## config.mk

```make
export PLATFORM = sky130hd
export DESIGN_NAME = cam_pixel_capture
export DESIGN_NICKNAME = d
export VERILOG_FILES = /design/src/rtl/cam_pixel_capture.sv
export SDC_FILE = /design/constraint.sdc
export NUM_CORES = 1
export LEC_CHECK = 0
export ABC_AREA = 1
export CELL_PAD_IN_SITES_DETAIL_PLACEMENT = 0
export CELL_PAD_IN_SITES_GLOBAL_PLACEMENT = 2
export CORE_ASPECT_RATIO = 0.5
export CORE_UTILIZATION = 31
export DETAILED_ROUTE_END_ITERATION = 12
export PLACE_DENSITY = 0.8
export REMOVE_ABC_BUFFERS = 1
export SLEW_MARGIN = 10
export SYNTH_ARGS = -nofsm -noshare
export SYNTH_HDL_FRONTEND = slang
export SYNTH_SLANG_ARGS = --single-unit
```

## constraint.sdc

```tcl
create_clock -name clk -period 2.35 [get_ports clk]
set_input_delay 0.235 -clock clk [delete_from_list [all_inputs] [get_ports clk]]
set_output_delay 0.235 -clock clk [all_outputs]
set_load 0.05 [all_outputs]
```

## src/rtl/cam_pixel_capture.sv

```systemverilog
// cam_pixel_capture: RGB444 byte-pair camera capture with raster coordinates; define CAPTURE_STARTUP_SKIP_EN to drop the first SKIP_FRAMES frames after reset
module cam_pixel_capture #(
  parameter int unsigned H_ACTIVE    = 640,
  parameter int unsigned V_ACTIVE    = 480,
  parameter int unsigned SKIP_FRAMES = 2
) (
  input  logic        clk,
  input  logic        reset,
  input  logic        vsync,
  input  logic        href,
  input  logic [7:0]  din,
  output logic [11:0] pixel,
  output logic        pixel_valid,
  output logic [9:0]  x,
  output logic [8:0]  y,
  output logic        frame_done,
  output logic        line_err
);
  typedef enum logic [1:0] {SYNC, VBLANK, ACTIVE, BYTE1} state_t;
`ifdef CAPTURE_STARTUP_SKIP_EN
  localparam int unsigned SKIP = SKIP_FRAMES;
`else
  localparam int unsigned SKIP = SKIP_FRAMES & 32'd0;
`endif
  localparam int SW = SKIP > 3 ? $clog2(SKIP + 1) : 2;
  state_t        state;
  logic [3:0]    r;
  logic [9:0]    col;
  logic [8:0]    row;
  logic          href_q, emitted, live, frame_end, in_range;
  logic [SW-1:0] skipped;
  assign frame_end = (state == ACTIVE || state == BYTE1) && vsync;
  assign live      = (SKIP == 0) || (32'(skipped) >= SKIP);
  assign in_range  = (32'(col) < H_ACTIVE) && (32'(row) < V_ACTIVE);
  // count completed frames until the startup skip window has passed; stops (saturates) once live
  always_ff @(posedge clk or negedge reset)
    if (!reset) skipped <= '0;
    else if (frame_end && !live) skipped <= skipped + 1'b1;
  // framing state machine, pixel assembly and registered outputs
  always_ff @(posedge clk or negedge reset)
    if (!reset) begin
      state       <= SYNC;
      r           <= '0;
      col         <= '0;
      row         <= '0;
      href_q      <= 1'b0;
      emitted     <= 1'b0;
      pixel       <= '0;
      pixel_valid <= 1'b0;
      x           <= '0;
      y           <= '0;
      frame_done  <= 1'b0;
      line_err    <= 1'b0;
    end else begin
      pixel_valid <= 1'b0;
      frame_done  <= 1'b0;
      href_q      <= href;
      case (state)
        SYNC: if (vsync) state <= VBLANK;
        VBLANK:
          if (!vsync) begin
            state    <= ACTIVE;
            col      <= '0;
            row      <= '0;
            line_err <= 1'b0;
            emitted  <= 1'b0;
          end
        ACTIVE, BYTE1:
          if (vsync) begin
            state      <= VBLANK;
            frame_done <= emitted;
            emitted    <= 1'b0;
          end else if (href) begin
            if (state == ACTIVE) begin
              r     <= din[3:0];
              state <= BYTE1;
            end else begin
              state <= ACTIVE;
              col   <= (col == 10'h3ff) ? col : col + 10'd1;
              if (in_range && live) begin
                pixel_valid <= 1'b1;
                pixel       <= {r, din};
                x           <= col;
                y           <= row;
                emitted     <= 1'b1;
              end
            end
          end else begin
            if (href_q) begin
              col <= '0;
              row <= (row == 9'h1ff) ? row : row + 9'd1;
            end
            if (state == BYTE1) begin
              line_err <= 1'b1;
              state    <= ACTIVE;
            end
          end
        default: state <= SYNC;
      endcase
    end
endmodule

```

After elaboration in Yosys (flattened, before gate mapping)
Cells that the tools add are included.

storage, ports and cells
  register bits after elaboration = 61
  logic and storage cells = 85

operators by class
  add/subtract/negate cells = 2
  order comparisons = 2
  equal/unequal tests = 19
  mux-type cells = 37
  bitwise logic cells = 2
  reductions and logical operators = 11

operators with widths
  cell                   number
  $mux 10                6
  $mux 9                 5
  $pmux 10 s2            1
  $ne 3x3->1 const B     6
  $pmux 9 s2             1
  $mux 1                 16
  $ne 2x2->1 const B     7
  $reduce_and 6->1       2
  $add 10x1->10 const B  1
  $eq 10x10->1 const B   1
  $lt 10x10->1 const B   1
  $mux 2                 5
  $reduce_and 5->1       2
  $add 9x1->9 const B    1
  $eq 9x9->1 const B     1
  $lt 9x9->1 const B     1
  $reduce_and 4->1       2
  $pmux 2 s3             1
  $eq 2x2->1 const B     2
  $ne 4x4->1 const B     1
  $pmux 1 s2             2
  $reduce_and 3->1       1
  $eq 2x1->1 const B     1
  $logic_not 2->1        1
  other kinds (4)        5

Depth between registers and ports, before layout
  depth in word-level cells = 7
  gate-level depth with buffers = 12

Least setup slack after synthesis
No wires, ideal clock.

  path type = register -> register
  start = reg row[0]
  end = reg row[2]
  library setup time = 0.083 ns
  data arrival time = 1.632 ns
  slack = 0.635 ns
  cell stages (with the launch flop) = 13
  path buffers = 1
  path through = dfrtp_1 -> ha_1 -> nand2_1 -> nor2_1 -> nand3_1 -> nor3_1 -> ha_1 -> inv_1 -> nand2_1 -> a21oi_2 -> buf_2 -> nand3_1 -> o21ai_0

between the ends
  word-level cells in the longest chain between the ends = 6
  elaborated cells between the ends (all ways) = 9

RTL lines
  item                    RTL line  source
  from (decl)             29        logic [8:0] row;
  from (signal assigned)  91        row <= (row == 9'h1ff) ? row : row + 9'd1;
  $add 9x1->9             91
  $mux 9                  91
  $mux 9                  89        if (href_q) begin
  $mux 9                  73        end else if (href) begin
  $mux 9                  69        if (vsync) begin
  $pmux 9 s2              58        case (state)

Several ways; a longest one is shown, not always the timed one. The select of a mux whose other input is x is not followed.
A chain may end at the register's enable or synchronous reset.

Worst setup path after layout
  start = reg row[0]
  end = reg row[7]

Same word-level chain as after synthesis.

==> results by group <==
Synth
  • Count of synthesis-stage warnings from yosys: 0
  • Compound-gate portion of the synthesized area: 9.53%
  • Fraction of synthesis flops using an asynchronous set or reset pin: 100%
  • Number of instances in the synthesized netlist: 324
  • Distinct cell type count after synthesis: 23
  • Post-synth top flop: dfrtp_1
  • Total standard cell area after synthesis: 2720 um2
  • Fraction of the yosys area taken by sequential cells: 56.2%
  • Multiplexer share of the synthesized area: 0%
  • Count of state elements after synthesis: between 60 and 70
  • Combinational family with the most area after synthesis: simple AND/OR/NAND/NOR gates
  • Basic-gate share of the synthesized area counting and, or, nand and nor cells: 24.4%
  • Number of enable-type register cells in the synthesized netlist: 0
  • Share of synthesized cell area in full adder, half adder and majority cells: 1.38%
  • Post-synthesis xor/xnor area fraction: 1.29%
  • Post-Syn Area per Cell: 8.38 um2

Route
  • Number of detailed-routing iterations run before antenna repair: 4
  • Wire length after detailed routing: 6.17 mm
  • Wirelength per Cell: between 10 and 15 um
  • Number of nets still failing antenna checks after routing: 0
  • Overall via count from detail_route: 2240
  • Count of unresolved DRC violations after routing: 0
  • Vias per cell: 4.53
  • Number of design-rule violations left by the first detailed-router iteration: 129

STA
  • Clock skew after layout: about 5.4 ps
  • Unrepaired setup endpoints after global routing: false
  • Number of pins with negative max-slew slack in the final report: 0
  • Aggregate negative setup slack: 0 ps
  • Final setup violation count: 0
  • Max-slew headroom at the worst pin: roughly 47%
  • Tcrit/Tclk final: 86.5%
  • Achievable clock frequency: 0.492 GHz
  • Final critical delay including setup and external delays: 2030 ps
  • Final WS setup: 317 ps
  • Minimum hold slack: 349 ps
  • Tightest Pin Transition: roughly 790 ps
  • Final hold violation count: 0

Run
  • Number of max-cap violations: 0

Finish
  • Syn-to-layout area delta: 34.1%
  • Combined area of the multi-input logic cells: just under 1000 um2
  • Most frequent cells in the layout: nand2_1 (109), dfrtp_1 (61), clkdlybuf4s50_1 (44), inv_1 (35)
  • FF/Latch Area: 1530 um2
  • Most common cell after layout, fill and taps aside: nand2_1
  • Share of cells above drive strength 1: roughly 8%
  • Count of filler cells inserted in the layout: 810
  • Post-layout instance count excluding filler cells: 495
  • Fin util: 44.3%
  • Number of inserted diodes: 0
  • Layout Cell Area excl Fill: 3640 um2
  • Count of nets after finishing: around 390

Clock network
  • Root buf cell: clkbuf_16
  • Total CTS buffers: 9
  • Level count of the clock H-tree: 3
  • Total of hold buffers inserted after clock tree synthesis: 1
  • Post-cts repair resize count: 0
  • CTS sink cnt: roughly 60
  • Clock transition at the registers of the reported paths: 50 ps
  • Clock latency on the worst-skew pair: 330 ps
  • Max Buffers Root-to-Sink: 2
  • Post-CTS setup buffer count: 0
  • Clock tree from TritonCTS: built

Worst setup path
  • Arrival time of data at the critical path endpoint: 2240 ps
  • Setup crit start: row[0]
  • Startpoint kind of the worst setup timing path: flop
  • Critical path class: flop to flop
  • Element type at the critical path end: flop
  • Cells on worst reg2reg path: 12
  • Slowest cell delay on critical path: 370 ps
  • Reg-to-reg endpoint: row[7]
  • Critical-path maximum fanout: 15
  • Capturing instance or port of the critical path: row[7]
  • Cell chain of the critical path: ha_1, nand2_1, nor2_1, nand3_1, nor3_1, ha_1, inv_1, nand2_1, a21oi_2, buf_4, inv_1, o21ai_0
  • Path length in cells of the critical path: 12
  • Register-to-register setup slack: 320 ps
  • Buffers plus inverters on the worst setup path: 3
  • CP max-delay cell: dfrtp_1
  • Startpoint of the worst-slack reg-to-reg timing path: row[0]
  • Required time at the worst-slack endpoint: 2560 ps
  • Top Family by Delay on Critical Path: simple AND/OR/NAND/NOR gates

Placed design
  • Pre-CTS WS: 245 ps
  • Dpl hpwl: 4.20 mm
  • Number of buffer cells added on primary ports: 45
  • Instance area after placement: ~3300 um2
  • GPL Wtd Cong: 0.814
  • Total placed cells including tap cells: about 480

GRT
  • Global route total overflow: 0
  • Number of antenna violations at the first check in global routing: 0
  • Overall Global Routing Usage: 15.5%
  • First-pass GRT wire length: approximately 11 mm
  • Via count of the first global-routing pass: about 2.2k
  • Maximum number of pins on one net before global-route repair: 50

Power
  • Max IR drop VDD: roughly 0.00043 V
  • Total design power: between 3 and 4 mW
  • Leakage power of the design: 1.72 nW
  • Sw Ratio: 29.1%
  • Net load switching power: around 970 uW
  • Clock share of power: 42.8%
  • Power density normalized to cell area: a little over 900 nW/um2
  • Internal power: 2.37 mW
  • Sequential Power Share: 36.9%
  • Power share of the combinational group: 20.3%

Floorplan
  • Number of placement rows: 23
  • Die extent in y: between 60 and 70 um
  • Placeable core region: 8230 um2
  • Initial core utilization: between 30% and 40%
  • Top Ports: 46
  • Width of the chip: ~130 um
  • Area of the die: ~9000 um2

Status
  • Outcome: completed

Worst hold path
  • Path type of the worst min-delay path: input pin to asynchronous set/reset pin
[cells by family after synthesis]
| kind of cell | Yosys count |
|---|---|
| and+or+nand+nor | 160 |
| DFF | 61 |
| AOI/OAI and AO/OA | 49 |
| buffers and inverters | 47 |
| xor gates and xnor gates | 4 |
| adders and majority gates | 3 |
[Yosys cell counts (2+ instances only)]
cell	instances	share of area [%]
nand4_1	6	1.4
inv_1	35	4.8
buf_2	6	1.1
dfrtp_1	61	56
nand2_1	109	15
ha_1	3	1.4
nor3_1	5	0.92
xor2_1	3	0.97
o21ai_0	20	3.7
nand3_1	24	4.4
o21ai_1	24	4.4
nor2_1	14	1.9
o21ai_2	2	0.64
inv_2	3	0.41
[state kept, by name, indices dropped and copies added (netlist names)]
| name | cells |
|---|---|
| state | 2 |
| line_err | 1 |
| y | 9 |
| row | 9 |
| x | 10 |
| pixel | 12 |
| col | 10 |
| emitted | 1 |
| href_q | 1 |
| pixel_valid | 1 |
| r | 4 |
| frame_done | 1 |
[power groups by stage]
stage | combinational, mW | sequential [mW] | clock [mW]
final | 0.678 | 1.23 | 1.43
after global placement | 0.680 | 1.25 | 0
after detailed placement | 0.683 | 1.25 | 0
after CTS | 0.686 | 1.23 | 1.47
after global routing | 0.735 | 1.25 | 1.52
after floorplan | 0.136 | 1.53 | 0
[metal layers]
metal	routed length, um	global-route usage [%]
met5	0	0
met4	70	5.06
met3	230	6.15
met2	2740	24.5
met1	3120	19.5
[worst min path at each step]
stage | start | end | slack (ps) | cells past startpoint
2_1_floorplan | reset | col[0] | -60 | 0
3_3_place_gp | reset | x[7] | 150 | 1
3_5_place_dp | reset | x[7] | 160 | 1
4_1_cts | reset | x[7] | 350 | 2
5_1_grt | reset | x[4] | 370 | 2
6_report | reset | x[7] | 350 | 2
[layout make-up]
class / count / share of cell area (%)
well taps: 112 / 3.85
repair buffers: 52 / 14.1
inverters: 38 / 3.91
clock inverters: 4 / 1.92
clock buffers: 12 / 7.04
flip-flops and latches: 61 / 41.9
multi-input cells: 216 / 27.3
Note: power is estimated with default switching activity, not from simulation.
